**src/rtl/multicycle_control_pkg.sv**
```systemverilog
// Shared encodings for the multicycle controller: FSM states, opcodes,
// immediate formats and datapath mux selects.
package multicycle_control_pkg;

  typedef enum logic [3:0] {
    ST_FETCH    = 4'd0,
    ST_DECODE   = 4'd1,
    ST_MEM_ADDR = 4'd2,
    ST_MEM_RD   = 4'd3,
    ST_MEM_WB   = 4'd4,
    ST_MEM_WR   = 4'd5,
    ST_EXEC_R   = 4'd6,
    ST_EXEC_I   = 4'd7,
    ST_ALU_WB   = 4'd8,
    ST_BRANCH   = 4'd9,
    ST_JAL      = 4'd10,
    ST_LUI      = 4'd11,
    ST_FAULT    = 4'd12
  } state_t;

  localparam logic [6:0] OP_LOAD   = 7'b0000011;
  localparam logic [6:0] OP_STORE  = 7'b0100011;
  localparam logic [6:0] OP_REG    = 7'b0110011;
  localparam logic [6:0] OP_IMM    = 7'b0010011;
  localparam logic [6:0] OP_JALR   = 7'b1100111;
  localparam logic [6:0] OP_BRANCH = 7'b1100011;
  localparam logic [6:0] OP_JAL    = 7'b1101111;
  localparam logic [6:0] OP_LUI    = 7'b0110111;

  typedef enum logic [2:0] {
    IMM_R = 3'd0,
    IMM_I = 3'd1,
    IMM_S = 3'd2,
    IMM_B = 3'd3,
    IMM_U = 3'd4,
    IMM_J = 3'd5
  } imm_type_t;

  typedef enum logic [1:0] {
    SRC_A_PC     = 2'd0,
    SRC_A_OLD_PC = 2'd1,
    SRC_A_RS1    = 2'd2,
    SRC_A_ZERO   = 2'd3
  } src_a_t;

  typedef enum logic [1:0] {
    SRC_B_RS2  = 2'd0,
    SRC_B_IMM  = 2'd1,
    SRC_B_FOUR = 2'd2
  } src_b_t;

  typedef enum logic [1:0] {
    ALU_ADD   = 2'd0,
    ALU_SUB   = 2'd1,
    ALU_FUNCT = 2'd2
  } alu_op_t;

  typedef enum logic [1:0] {
    RES_ALU     = 2'd0,
    RES_ALU_OUT = 2'd1,
    RES_MEM     = 2'd2
  } result_src_t;

  // States that hold a memory request open until mem_ready_i.
  function automatic logic is_request_state(input state_t s);
    return (s == ST_FETCH) || (s == ST_MEM_RD) || (s == ST_MEM_WR);
  endfunction

  // DECODE dispatch; unknown opcodes fall back to FETCH as a NOP.
  function automatic state_t dispatch(input logic [6:0] opcode);
    case (opcode)
      OP_LOAD, OP_STORE: return ST_MEM_ADDR;
      OP_REG:            return ST_EXEC_R;
      OP_IMM, OP_JALR:   return ST_EXEC_I;
      OP_BRANCH:         return ST_BRANCH;
      OP_JAL:            return ST_JAL;
      OP_LUI:            return ST_LUI;
      default:           return ST_FETCH;
    endcase
  endfunction

endpackage

```
**src/rtl/multicycle_control_if.sv**
```systemverilog
// Instruction fields, memory handshake and datapath control strobes between
// the multicycle controller (master) and the datapath (slave).
interface multicycle_control_if;

  logic [6:0] opcode_i;
  logic [2:0] funct3_i;
  logic       zero_i;
  logic       mem_ready_i;

  logic       mem_req_o;
  logic       mem_write_o;
  logic       ir_write_o;
  logic       pc_write_o;
  logic       reg_write_o;
  logic [2:0] imm_type_o;
  logic [1:0] alu_src_a_o;
  logic [1:0] alu_src_b_o;
  logic [1:0] alu_op_o;
  logic [1:0] result_src_o;
  logic [3:0] state_o;
  logic       fault_o;

  modport master (
    input  opcode_i, funct3_i, zero_i, mem_ready_i,
    output mem_req_o, mem_write_o, ir_write_o, pc_write_o, reg_write_o,
           imm_type_o, alu_src_a_o, alu_src_b_o, alu_op_o, result_src_o,
           state_o, fault_o
  );

  modport slave (
    output opcode_i, funct3_i, zero_i, mem_ready_i,
    input  mem_req_o, mem_write_o, ir_write_o, pc_write_o, reg_write_o,
           imm_type_o, alu_src_a_o, alu_src_b_o, alu_op_o, result_src_o,
           state_o, fault_o
  );

endinterface

```
**src/rtl/multicycle_control_mem_wait_timer.sv**
```systemverilog
// Memory wait counter: counts stalled request cycles and flags the cycle in
// which the count would reach the limit without a completion strobe.
module mem_wait_timer #(
  parameter int MAX_WAIT = 15
) (
  input  logic clk,
  input  logic reset,
  input  logic count_en,
  output logic expire
);

  localparam int W = (MAX_WAIT < 2) ? 1 : $clog2(MAX_WAIT + 1);
  localparam logic [W-1:0] LAST = W'(MAX_WAIT - 1);

  logic [W-1:0] count;

  // Any cycle that is not a stalled request (no request, or ready seen)
  // clears the count, so each request state starts fresh on entry.
  always_ff @(posedge clk) begin
    if (reset || !count_en) begin
      count <= '0;
    end else begin
      count <= count + 1'b1;
    end
  end

  // A ready strobe in the final cycle drops count_en, so it wins over timeout.
  assign expire = count_en && (count == LAST);

endmodule

```
**src/rtl/multicycle_control.sv**
```systemverilog
// Multicycle RISC-V style control FSM with a memory wait watchdog.
module multicycle_control
  import multicycle_control_pkg::*;
#(
  parameter int MAX_WAIT = 15
) (
  input logic                  clk,
  input logic                  reset,
  multicycle_control_if.master bus
);

  state_t state;
  logic   mem_req;
  logic   timeout;
  logic   is_link;

  assign mem_req = is_request_state(state);
  assign is_link = (bus.opcode_i == OP_JAL) || (bus.opcode_i == OP_JALR);

  mem_wait_timer #(
    .MAX_WAIT (MAX_WAIT)
  ) u_wait (
    .clk      (clk),
    .reset    (reset),
    .count_en (mem_req && !bus.mem_ready_i),
    .expire   (timeout)
  );

  // State register and next-state logic.
  always_ff @(posedge clk) begin
    if (reset) begin
      state <= ST_FETCH;
    end else begin
      case (state)
        ST_FETCH: begin
          if (bus.mem_ready_i)  state <= ST_DECODE;
          else if (timeout)     state <= ST_FAULT;
        end
        ST_DECODE:   state <= dispatch(bus.opcode_i);
        ST_MEM_ADDR: state <= (bus.opcode_i == OP_STORE) ? ST_MEM_WR : ST_MEM_RD;
        ST_MEM_RD: begin
          if (bus.mem_ready_i)  state <= ST_MEM_WB;
          else if (timeout)     state <= ST_FAULT;
        end
        ST_MEM_WR: begin
          if (bus.mem_ready_i)  state <= ST_FETCH;
          else if (timeout)     state <= ST_FAULT;
        end
        ST_MEM_WB, ST_ALU_WB, ST_BRANCH:       state <= ST_FETCH;
        ST_EXEC_R, ST_EXEC_I, ST_JAL, ST_LUI:  state <= ST_ALU_WB;
        ST_FAULT:                              state <= ST_FAULT;
        default:                               state <= ST_FETCH;
      endcase
    end
  end

  // Output decode from the state register; reset masks everything so an
  // in-flight store cannot strobe in the reset cycle.
  always_comb begin
    bus.mem_req_o    = 1'b0;
    bus.mem_write_o  = 1'b0;
    bus.ir_write_o   = 1'b0;
    bus.pc_write_o   = 1'b0;
    bus.reg_write_o  = 1'b0;
    bus.imm_type_o   = IMM_R;
    bus.alu_src_a_o  = SRC_A_PC;
    bus.alu_src_b_o  = SRC_B_RS2;
    bus.alu_op_o     = ALU_ADD;
    bus.result_src_o = RES_ALU;
    bus.state_o      = ST_FETCH;
    bus.fault_o      = 1'b0;
    if (!reset) begin
      bus.state_o = state;
      case (state)
        ST_FETCH: begin
          bus.mem_req_o   = 1'b1;
          bus.alu_src_a_o = SRC_A_PC;
          bus.alu_src_b_o = SRC_B_FOUR;
          bus.ir_write_o  = bus.mem_ready_i;
          bus.pc_write_o  = bus.mem_ready_i;
        end
        ST_DECODE: begin
          bus.alu_src_a_o = SRC_A_OLD_PC;
          bus.alu_src_b_o = SRC_B_IMM;
          bus.imm_type_o  = IMM_B;
        end
        ST_MEM_ADDR: begin
          bus.alu_src_a_o = SRC_A_RS1;
          bus.alu_src_b_o = SRC_B_IMM;
          bus.imm_type_o  = (bus.opcode_i == OP_STORE) ? IMM_S : IMM_I;
        end
        ST_MEM_RD: begin
          bus.mem_req_o = 1'b1;
        end
        ST_MEM_WR: begin
          bus.mem_req_o   = 1'b1;
          bus.mem_write_o = 1'b1;
        end
        ST_MEM_WB: begin
          bus.reg_write_o  = 1'b1;
          bus.result_src_o = RES_MEM;
        end
        ST_EXEC_R: begin
          bus.alu_src_a_o = SRC_A_RS1;
          bus.alu_src_b_o = SRC_B_RS2;
          bus.alu_op_o    = ALU_FUNCT;
        end
        ST_EXEC_I: begin
          bus.alu_src_a_o = SRC_A_RS1;
          bus.alu_src_b_o = SRC_B_IMM;
          bus.imm_type_o  = IMM_I;
          if (bus.opcode_i == OP_JALR) begin
            // JALR: rs1+imm goes straight into PC this cycle.
            bus.alu_op_o     = ALU_ADD;
            bus.pc_write_o   = 1'b1;
            bus.result_src_o = RES_ALU;
          end else begin
            bus.alu_op_o = ALU_FUNCT;
          end
        end
        ST_ALU_WB: begin
          bus.reg_write_o = 1'b1;
          if (is_link) begin
            // Jumps link oldPC+4: ALUOut holds the target, not the return
            // address, so recompute it on the ALU and write it directly.
            bus.alu_src_a_o  = SRC_A_OLD_PC;
            bus.alu_src_b_o  = SRC_B_FOUR;
            bus.alu_op_o     = ALU_ADD;
            bus.result_src_o = RES_ALU;
          end else begin
            bus.result_src_o = RES_ALU_OUT;
          end
        end
        ST_BRANCH: begin
          bus.alu_src_a_o  = SRC_A_RS1;
          bus.alu_src_b_o  = SRC_B_RS2;
          bus.alu_op_o     = ALU_SUB;
          bus.result_src_o = RES_ALU_OUT;
          bus.pc_write_o   = bus.zero_i ^ bus.funct3_i[0];
        end
        ST_JAL: begin
          bus.pc_write_o   = 1'b1;
          bus.result_src_o = RES_ALU_OUT;
          bus.imm_type_o   = IMM_J;
        end
        ST_LUI: begin
          bus.imm_type_o  = IMM_U;
          bus.alu_src_a_o = SRC_A_ZERO;
          bus.alu_src_b_o = SRC_B_IMM;
          bus.alu_op_o    = ALU_ADD;
        end
        ST_FAULT: begin
          bus.fault_o = 1'b1;
        end
        default: begin
          bus.state_o = ST_FETCH;
        end
      endcase
    end
  end

endmodule
```
**src/flat_wrapper.sv**
```systemverilog
// flat-port wrapper written by rule: the top's interface ports become plain ports
module multicycle_control_flat import multicycle_control_pkg::*;
#(
  parameter int MAX_WAIT = 15
)
  (clk, reset, bus_opcode_i, bus_funct3_i, bus_zero_i, bus_mem_ready_i, bus_mem_req_o, bus_mem_write_o, bus_ir_write_o, bus_pc_write_o, bus_reg_write_o, bus_imm_type_o, bus_alu_src_a_o, bus_alu_src_b_o, bus_alu_op_o, bus_result_src_o, bus_state_o, bus_fault_o);
  multicycle_control_if bus_i ();
  input logic clk;
  input logic reset;
  input wire logic [$bits(bus_i.opcode_i)-1:0] bus_opcode_i;
  input wire logic [$bits(bus_i.funct3_i)-1:0] bus_funct3_i;
  input wire logic [$bits(bus_i.zero_i)-1:0] bus_zero_i;
  input wire logic [$bits(bus_i.mem_ready_i)-1:0] bus_mem_ready_i;
  output wire logic [$bits(bus_i.mem_req_o)-1:0] bus_mem_req_o;
  output wire logic [$bits(bus_i.mem_write_o)-1:0] bus_mem_write_o;
  output wire logic [$bits(bus_i.ir_write_o)-1:0] bus_ir_write_o;
  output wire logic [$bits(bus_i.pc_write_o)-1:0] bus_pc_write_o;
  output wire logic [$bits(bus_i.reg_write_o)-1:0] bus_reg_write_o;
  output wire logic [$bits(bus_i.imm_type_o)-1:0] bus_imm_type_o;
  output wire logic [$bits(bus_i.alu_src_a_o)-1:0] bus_alu_src_a_o;
  output wire logic [$bits(bus_i.alu_src_b_o)-1:0] bus_alu_src_b_o;
  output wire logic [$bits(bus_i.alu_op_o)-1:0] bus_alu_op_o;
  output wire logic [$bits(bus_i.result_src_o)-1:0] bus_result_src_o;
  output wire logic [$bits(bus_i.state_o)-1:0] bus_state_o;
  output wire logic [$bits(bus_i.fault_o)-1:0] bus_fault_o;
  assign bus_i.opcode_i = bus_opcode_i;
  assign bus_i.funct3_i = bus_funct3_i;
  assign bus_i.zero_i = bus_zero_i;
  assign bus_i.mem_ready_i = bus_mem_ready_i;
  assign bus_mem_req_o = bus_i.mem_req_o;
  assign bus_mem_write_o = bus_i.mem_write_o;
  assign bus_ir_write_o = bus_i.ir_write_o;
  assign bus_pc_write_o = bus_i.pc_write_o;
  assign bus_reg_write_o = bus_i.reg_write_o;
  assign bus_imm_type_o = bus_i.imm_type_o;
  assign bus_alu_src_a_o = bus_i.alu_src_a_o;
  assign bus_alu_src_b_o = bus_i.alu_src_b_o;
  assign bus_alu_op_o = bus_i.alu_op_o;
  assign bus_result_src_o = bus_i.result_src_o;
  assign bus_state_o = bus_i.state_o;
  assign bus_fault_o = bus_i.fault_o;
  multicycle_control #(.MAX_WAIT(MAX_WAIT)) u_core (.clk(clk), .reset(reset), .bus(bus_i));
endmodule
```
**config.mk**
```make
export PLATFORM = sky130hd
export DESIGN_NAME = multicycle_control_flat
export DESIGN_NICKNAME = d
export VERILOG_FILES = /design/src/rtl/multicycle_control_pkg.sv /design/src/rtl/multicycle_control_if.sv /design/src/rtl/multicycle_control_mem_wait_timer.sv /design/src/rtl/multicycle_control.sv /design/src/flat_wrapper.sv
export SDC_FILE = /design/constraint.sdc
export NUM_CORES = 1
export LEC_CHECK = 0
export BUFFER_PORTS_ARGS = -buffer_cell sky130_fd_sc_hd__buf_2
export CAP_MARGIN = 10
export CORE_MARGIN = 5
export CORE_UTILIZATION = 46
export CTS_CLUSTER_SIZE = 12
export DETAILED_ROUTE_END_ITERATION = 6
export GPL_TIMING_DRIVEN = 0
export HOLD_SLACK_MARGIN = 0.15
export PLACE_DENSITY = 0.81
export REMOVE_ABC_BUFFERS = 1
export SLEW_MARGIN = 0
export SYNTH_ARGS = -nofsm -noshare
export SYNTH_HDL_FRONTEND = slang
export SYNTH_HIERARCHICAL = 1
export SYNTH_SLANG_ARGS = --single-unit
```
**constraint.sdc**
```tcl
create_clock -name clk -period 1.9 [get_ports clk]
set_input_delay 0.095 -clock clk [delete_from_list [all_inputs] [get_ports clk]]
set_output_delay 0.095 -clock clk [all_outputs]
set_load 0.01 [all_outputs]
```
==> results, run 1 <==
- The number of distinct library cells after synthesis is 54.
- The number of antenna repair diodes is 0.
- The number of stages on the worst setup path is 10.
- The required time at the endpoint of the critical path is 2.04 ns.
- The initial antenna violation count is 0.
- Setup repair after global routing could not meet its margin everywhere.
- In this run the number of H-tree levels came out at 1.
- The area of all sequential standard cells is 175 µm².
- The number of design rule violations left after detail routing is 0.
- The number of buffers created by CTS is 3.
- The die area is 3450 µm².
- For this run, the detailed router's first-pass iteration total came to 4.
- The most critical setup path has its startpoint at u_core/state[0].
- The startpoint identified for the worst hold timing path is bus_opcode_i[5].
- The utilization after layout is approximately three fifths.
- The delay contributed by the slowest stage of the critical path is approximately 0.37 ns.
- The cell area after synthesis is about 1100 µm².
- In the global route stage, overall resource usage came out at 17.8%.
- The count of pins over their slew limit came to 0.
- The leakage power total is between 0.6 and 0.7 nW.
- The flow ran to the end, but the final reports show violations.
- The routed design could run at a clock period as short as 1.91 ns.
- The register area share after synthesis is approximately 15%.
- At the end of routability-driven placement, the weighted congestion stood at a little under 0.9.
- The number of top-level pins is 35.
- The power after layout is about 0.45 mW.
- The detail route stage leaves a number of antenna-violating nets equal to 0.
- The global-route congestion overflow total is 0.
- Clock skew on the completed layout was measured at just under 0.01 ns.
- After synthesis the netlist holds a flip-flop and latch count of 8.
- The clock share of power is between 20 and 30%.
- The portion of total power attributed to sequential cells is between 30% and 40%.
- The biggest area contributor in the post-synthesis netlist is dfxtp_1.
- From synthesis to final layout, the design area changed by 26.3%.
- The latest clock arrival within the worst-skew pair is about 0.25 ns.
- The footprint of the multi-input gates is just under 900 µm².
- The power per standard cell area is about 330 nW/µm².
- Entering global routing, the biggest net connects 26 pins.
- In the post-synthesis netlist, the cell with the most instances is nor2_1.
- The top fanout value on the critical path is 4.
- The worst setup path is launched from a flop.
- The Yosys step of the flow raised 6 warnings.
- Summed over all layers, the routed wires come to just over 3000 µm.
- The classification of the worst setup path is reg2reg.
- Yosys attributes the largest share of cell area to dfxtp_1, nor2_1, a21oi_1.
- The switching part of the total power is 32.7%.
- Dividing the detail-routed via count by the number of cells gives a little under 6.
- In this run the vertical extent of the chip is just under 60 µm.
- The width of the die is about 59 µm.
- The tree is rooted in a clkbuf_4.
- Combinational logic is responsible for between 30 and 40% of the overall power.
- The worst setup path is captured at a flop.
- Counting every instance in the synthesized netlist gives 153.
- The checks that failed: setup timing.
- After detailed placement, the total cell area comes to 1210 µm².
- Setup total negative slack on the finished layout was measured at -0.0209 ns.
- The count of final hold-check violations was 0.
- The worst hold-check slack is approximately 0.19 ns.
- The final design instance area without fill is 1380 µm².
- The starting utilization of the core area is 48.9%.
- Once routing completed, OpenROAD measured the worst setup slack at -0.0123 ns.
- Among all flip-flop cells after synthesis, the most frequent one is dfxtp_1.
- The clock transition time at the flip-flop clock pins of the worst setup and hold paths is roughly 0.06 ns.
- At the pin with the least slew margin, the transition time is 0.337 ns.
- The site row count is 17.
- The first-pass GRT wire length is about 4900 µm.
- Across the VDD grid, the largest voltage drop is approximately 0.00028 V.
- In the final routed layout, each cell accounts on average for around 14 µm.
- The worst path uses 101% of the clock period.
- The origin of the critical flop-to-flop path is u_core/state[0].
- The count of buffers inserted at the top-level ports is 32.
- Summed over all nets, the switching power comes to ~0.15 mW.
- Counting instances in the post-synthesis netlist gives the leading cell types as nor2_1, nand2_1, a21oi_1.
- Counting flops with an async set or reset pin after synthesis yields a share of 0%.
- At the worst endpoint, the arrival time is just over 2 ns.
- TritonCTS built the clock tree.
- Max-cap violations in this run came to 0.
- The worst hold path passes through 3 cells.
- After the last flow step, the layout net total stands at 207.
- The number of DRC markers in iteration 0 is 55.
- The signal on the critical path passes through nor2b_4, nor3_2, a21oi_2, nor3_2, and4_4, nor2_2, a31oi_1, a21oi_2, a21oi_1, nor2_1.
- The cell with the largest stage delay on the worst path is dfxtp_4.
- The logic depth of the worst register-to-register path is 10.
- The internal cell power is a little over 0.3 mW.
- After synthesis, the mean cell area works out to a little over 7 µm².
- The number of buffers and inverters on the critical path is 0.
- In this run, post-CTS hold repair placed 0 buffers.
- The worst pin sits at a relative slew slack of between 70% and 80%.
- The floorplan core area is ~2200 µm².
- Static timing analysis puts the maximum clock frequency at 523 MHz.
- The cell type group with the largest total delay on the critical path is simple AND/OR/NAND/NOR gates.
- The share of cells above drive strength 1 is 39.7%.
- In this run the worst hold path is classified as in2reg.
- After filler insertion, the fill cell instance count of the layout stands at 213.
- The count of final setup violators is 2.
- The maximum clock insertion buffer count is 2.
- Summed over all nets, the half-perimeter wirelength after detailed placement is between 2000 and 2500 µm.
- The top cell type by area accounts for 14.7% of the synthesized area.
- The via count is about 1300.
- The CTS sink count is 8.
- The synthesized design contains 0 enable-type register cells.
- The number of global-route vias before repair came to roughly 1100.
==> area by class of cell <==
type | count | area share, %
multi-input cells | 131 | 64.3
repair buffers | 43 | 17.7
flip-flops and latches | 8 | 12.7
well taps | 28 | 2.54
clock buffers | 3 | 1.63
inverters | 4 | 1.09
==> registers in the layout, indices dropped and copies added, names as in the netlist <==
signal and cells:
u_core/u_wait/count 4, u_core/state 4
==> power groups by stage <==
stage / clock network (mW) / registers, mW / logic (mW)
floorplan: 0 / 0.184 / 0.0768
global route: 0.145 / 0.174 / 0.166
detailed placement: 0 / 0.187 / 0.123
global placement: 0 / 0.187 / 0.119
finish: 0.129 / 0.173 / 0.152
CTS: 0.130 / 0.174 / 0.142
==> metal layers <==
metal / wire, µm / global-route usage (%)
met1: 1320 / 22.8
met2: 1590 / 29.7
met3: 149 / 2.63
met4: 44 / 7.44
met5: 0 / 0
==> what timing repair did <==
action	in CTS	in global routing
resized for setup	18	5
gates cloned	0	0
pin swaps	8	10
setup endpoints to repair	14	5
setup buffers	8	3
==> cells in the final DEF (no fill, tap or decap), types with 2 or more instances in the layout <==
cell type and count:
buf_2 33, nor2_1 27, nand2_1 13, a21oi_1 9, buf_4 9, nor3_1 5
nand2b_1 4, nor3_2 4, and3_1 4, dfxtp_4 4, dfxtp_1 4, clkbuf_4 3
nor2b_4 3, inv_1 3, o21ai_0 3, nand3_2 3, nor3b_1 3, a31oi_1 3
nand3_1 3, xnor2_1 2, mux2i_1 2, a211oi_1 2, a21oi_2 2, o21a_1 2
xor2_1 2, a21o_1 2, ha_1 2
==> logic make-up (layout without fill, tap and decap cells) <==
group / count (synthesis) / after routing / synth area share [%]
AO/OA/AOI/OAI: 36 / 36 / 23.5
XOR/XNOR: 4 / 4 / 3.21
adder cells (fa/ha/maj): 3 / 3 / 3.33
buffers and inverters: 14 / 50 / 8.71
flip-flops: 8 / 8 / 14.7
multiplexers: 2 / 2 / 1.83
AND/OR/NAND/NOR: 86 / 86 / 44.7
==> through the flow <==
step | cells | setup slack [ns]
floorplan | 143 | -0.442
global placement | 203 | -0.733
detailed placement | 203 | -0.794
CTS | 214 | -0.0329
global route | 217 | -0.149
finish | 217 | -0.0123
==> worst min-delay path, stage by stage <==
cell      delay, ns
buf_2          0.14
o311ai_1       0.09
a31oi_1        0.08
==> final timing paths <==
| path | to | slack, ns |
|---|---|---|
| worst max-delay path | u_core/state[0] | -0.01 |
| worst min-delay path | u_core/state[3] | 0.19 |
| worst max register to register | u_core/state[0] | -0.01 |
| worst min register to register | u_core/u_wait/count[0] | 0.47 |
Power figures use the tool's default switching activity.
==> run 2, diff against run 1 <==
--- a/config.mk
+++ b/config.mk
@@ -5,15 +5,16 @@
 export SDC_FILE = /design/constraint.sdc
 export NUM_CORES = 1
 export LEC_CHECK = 0
+export ABC_AREA = 1
 export BUFFER_PORTS_ARGS = -buffer_cell sky130_fd_sc_hd__buf_2
 export CAP_MARGIN = 10
 export CORE_MARGIN = 5
-export CORE_UTILIZATION = 46
+export CORE_UTILIZATION = 43
 export CTS_CLUSTER_SIZE = 12
 export DETAILED_ROUTE_END_ITERATION = 6
 export GPL_TIMING_DRIVEN = 0
-export HOLD_SLACK_MARGIN = 0.15
-export PLACE_DENSITY = 0.81
+export HOLD_SLACK_MARGIN = 0.08
+export PLACE_DENSITY = 0.8
 export REMOVE_ABC_BUFFERS = 1
 export SLEW_MARGIN = 0
 export SYNTH_ARGS = -nofsm -noshare
==> run 2 against run 1 <==
  * The flow now finishes without violations
  * Routed wire length fell by 26%
  * Clock power fell by 3%
  * Critical endpoint is now u_core/state[1]
  * Non-clock buffer count fell by 10
  * Utilization fell by 4.7 points
  * First-iteration DRC count fell by 36%
  * Synthesized cell count rose by 8.5%
==> results, run 2 <==
- Buffers placed on the I/O ports in this run total 32.
- From synthesis to final layout, the design area changed by 26.8%.
- STA puts the critical path data required time at roughly 2 ns.
- The classification of the worst setup path is reg2reg.
- Cells with a size suffix above 1 make up roughly 28% of the layout.
- The top fanout value on the critical path is 7.
- Clock tree synthesis selected as its root buffer the cell clkbuf_4.
- The run finished with clean final reports.
- The count of TritonRoute iterations in the first routing pass is 4.
- The most numerous cell type found on the critical path is inv_1.
- The worst min-delay path category is in2reg.
- The starting utilization of the core area is 45.0%.
- The number of maximum-capacitance constraint violations is 0.
- The met2 capacity usage during global routing is 32.1%.
- The analysis attributes to cell leakage a power of about 0.64 nW.
- Of the total synthesized cell area, the portion taken by full adders, half adders and majority gates is around 2.9%.
- In the routed layout, each cell is associated on average with a via count of approximately 4.9.
- The width of the die is between 50 and 60 µm.
- The initial antenna violation count is 0.
- Summed over all nets, the half-perimeter wirelength after detailed placement is 1900 µm.
- The met1 track demand over resource is between 15 and 20%.
- TritonCTS built the clock tree.
- The maximum clock insertion buffer count is 2.
- The CTS sink count is 8.
- Clock-pin slew was measured on the worst setup and hold paths at approximately 0.05 ns.
- Summing the areas of all compound-gate instances in the mapped netlist gives roughly an eighth of the synthesized area.
- At the worst endpoint, the arrival time is about 1.9 ns.
- The largest registers in the layout are u_core/state: 4 flops, u_core/u_wait/count: 4 flops.
- The fill cell instance count of the final layout is 203.
- Across all layers, the routed design uses around 1100 vias.
- The library cell used most frequently in the layout, excluding fill and tap cells, is nor2_1.
- The site row count is 16.
- met2 is the most crowded layer.
- The number of antenna repair diodes is 0.
- The main combinational cell family by area after synthesis is simple AND/OR/NAND/NOR gates.
- Of the total synthesized cell area, the portion taken by XOR and XNOR cells is under 10%.
- The critical path startpoint category is a flop.
- The power per standard cell area is 369 nW/µm².
- The most frequently used flop master after synthesis is dfxtp_1.
- The most frequent cell after synthesis is nor2_1.
- The setup clock skew after layout is slightly above 0.004 ns.
- Dividing the final minimum period by the clock period gives roughly 92%.
- The number of buffers created by CTS is 3.
- Of all cell types, the one taking the most synthesized area is dfxtp_1.
- The region available for standard cell placement spans just under 2000 µm².
- The count of pins over their slew limit is 0.
- The tightest slew margin relative to the limit is roughly 76%.
- The post-synthesis average cell area is 5.26 µm².
- The origin of the critical flop-to-flop path is u_core/state[2].
- The number of top-level pins is 35.
- The gate count after technology mapping is 166.
- The worst hold path begins at reset.
- The final layout contains about 220 nets.
- The final design instance area without fill is ~1100 µm².
- The worst min-delay path endpoint is u_core/state[3].
- Broken down by cell family, the worst path's largest delay share belongs to simple AND/OR/NAND/NOR gates.
- Across all register-to-register paths, the minimum setup slack is roughly 0.15 ns.
- The cell depth of the worst min-delay path is 2.
- The finished layout holds about 230 standard cells, fillers aside.
- Setup violations remaining at the end of the flow were counted as 0.
- The number of distinct library cells after synthesis is 21.
- The later pin in the worst-skew pair is clocked with a latency of around 0.25 ns.
- Summed over all layers, the routed wires come to 2290 µm.
- The cell area after synthesis is 873 µm².
- Yosys mapped a number of flops with a built-in enable equal to 0.
- The synthesized design devotes to its leading area cell type between 10% and 20% of total area.
- The maximum VDD drop is about 0.00045 V.
- The met3 layer usage reported by global route is around 4%.
- The count of yosys warnings during synthesis is 6.
- In this run, synthesis produced a sequential element count of 8.
- The fraction of synthesis flops using an asynchronous set or reset pin is 0%.
- After the first detailed-routing iteration, the DRC count stood at 35.
- In the synthesized netlist, the cells that appear most often are nor2_1, nand2_1, inv_1.
- The fraction of synthesized area in multiplexers is 0%.
- The top cell types in the final layout, fill and taps aside, are nor2_1, nand2_1, buf_2, inv_1, a21oi_1.
- The die area is 3030 µm².
- The first global-routing pass estimated ~3700 µm of wire.
- The count of H-tree levels built during CTS is 1.
- The post-layout worst setup margin is about 0.15 ns.
- The die boundary height is 55.1 µm.
- The capture point of the worst reg-to-reg path is u_core/state[1].
- Prior to clock tree synthesis, the placed netlist has a worst setup slack of between 0.05 and 0.06 ns.
- The tightest hold path in the finished design has a slack of 0.205 ns.
- The count of final hold-check violations is 0.
- Summed over all layers, the global routing overflow is 0.
- The cell with the largest stage delay on the worst path is dfxtp_4.
- The instance count after placement with tap cells included is approximately 220.
- The worst setup path is captured at a flop.
- In the routed design, unresolved DRC markers number 0.
- The global placer's final weighted congestion is a little over 0.8.
- Dividing the detail-routed wire length by the instance count gives 10.1 µm.
- The signal on the critical path passes through inv_2, nor2_2, nand2_2, nand3_1, inv_1, nor2_1, inv_1, nor2_1, inv_1, nand3_1, or2_0, nand3_1, nand2_1, inv_1.
- Global routing consumed, over all layers together, roughly 17% of the routing resources.
- The detail route stage leaves a number of antenna-violating nets equal to 0.
- The simple-gate area share of the yosys netlist is 51.0%.
- The number of buffers and inverters on the critical path is 5.
- The register area share after synthesis is between 10% and 20%.
- The largest net degree at the start of global routing is 18.
- The logic depth of the worst register-to-register path is 14.
- Once placement finished, the instance area stood at between 1000 and 1500 µm².
- For the pin with the worst max-slew slack, the measured transition is 0.352 ns.
- The number of global-route vias before repair was about 950.
- The maximum frequency from static timing analysis is approximately 570 MHz.
- Ranked by total cell area, the synthesized netlist is headed by dfxtp_1, nor2_1, nand2_1.
- On the worst path, the slowest cell contributes a delay of slightly above 0.4 ns.
- The worst path in the final design needs a cycle of 1.75 ns, including I/O delays and setup.
==> run 2: cell count changes in the layout (fill, tap and decap cells not counted), moves of 4 or more <==
cell	before	now
nor2_2	1	5
buf_4	9	1
a21oi_1	9	16
inv_1	3	23
nand2b_1	4	0
nand2_1	13	35
nor2_1	27	40
nand3_1	3	12
and3_1	4	0
==> run 2: per-stage QoR <==
step           setup TNS (ns)  utilization (%)  total power, mW
6_report                    0             57.0            0.409
5_1_grt               -0.0773             57.0            0.447
4_1_cts                     0             55.7            0.414
3_5_place_dp                0             54.6            0.283
3_3_place_gp                0             54.6            0.281
2_1_floorplan               0                -            0.241
==> run 2: logic make-up (layout without fill, tap and decap cells) <==
family | count (synthesis) | count (layout)
xor gates and xnor gates | 2 | 2
AOI/OAI and AO/OA | 22 | 22
and+or+nand+nor | 103 | 103
buffers and inverters | 29 | 63
DFF | 8 | 8
adders and majority gates | 2 | 2
==> run 2: worst max path at each step <==
stage / from / endpoint / cells after the start
2_1_floorplan: u_core/state[2] / u_core/state[1] / 14
3_3_place_gp: u_core/state[2] / u_core/state[1] / 14
3_5_place_dp: u_core/state[2] / u_core/state[1] / 14
4_1_cts: u_core/state[2] / u_core/state[1] / 14
5_1_grt: u_core/state[1] / u_core/state[1] / 14
6_report: u_core/state[2] / u_core/state[1] / 14
==> run 2: what timing repair did <==
item | in CTS | in global routing
endpoints found under the setup margin | 0 | 4
hold buffers | 0 | 0
gates resized for setup | 0 | 8
setup buffers | 0 | 1
==> run 2: worst register-to-register path: stages (launching register included) <==
cell and delay, ns:
dfxtp_4 0.41, inv_2 0.06, nor2_2 0.12, nand2_2 0.10, nand3_1 0.10, inv_1 0.06, nor2_1 0.08, inv_1 0.06
nor2_1 0.14, inv_1 0.08, nand3_1 0.11, or2_0 0.13, nand3_1 0.08, nand2_1 0.07, inv_1 0.04
==> run 2: cell type report <==
class,instances,area [µm²],share of cell area (%)
clock buffer,3,22.5,2.03
inverter,27,101,9.15
multi-input combinational,129,614,55.5
timing repair buffer,33,168,15.1
sequential,8,168,15.1
tap,27,33.8,3.05
==> run 2: where the power goes <==
part	total (mW)	switching [mW]	internal, mW	leakage [nW]
Sequential	0.176	0.00479	0.171	0.0671
Combinational	0.108	0.0676	0.0400	0.557
Clock	0.125	0.0531	0.0720	0.0138
Total	0.409	0.125	0.283	0.638
==> run 2: metal layers <==
metal  vias to the layer above  wire length, µm  part of all wire (%)
met5                         -                0                     0
met2                        33             1160                    51
met4                         0                0                     0
met1                       496              932                    41
met3                         0              200                   8.7
li1                        589                -                     -
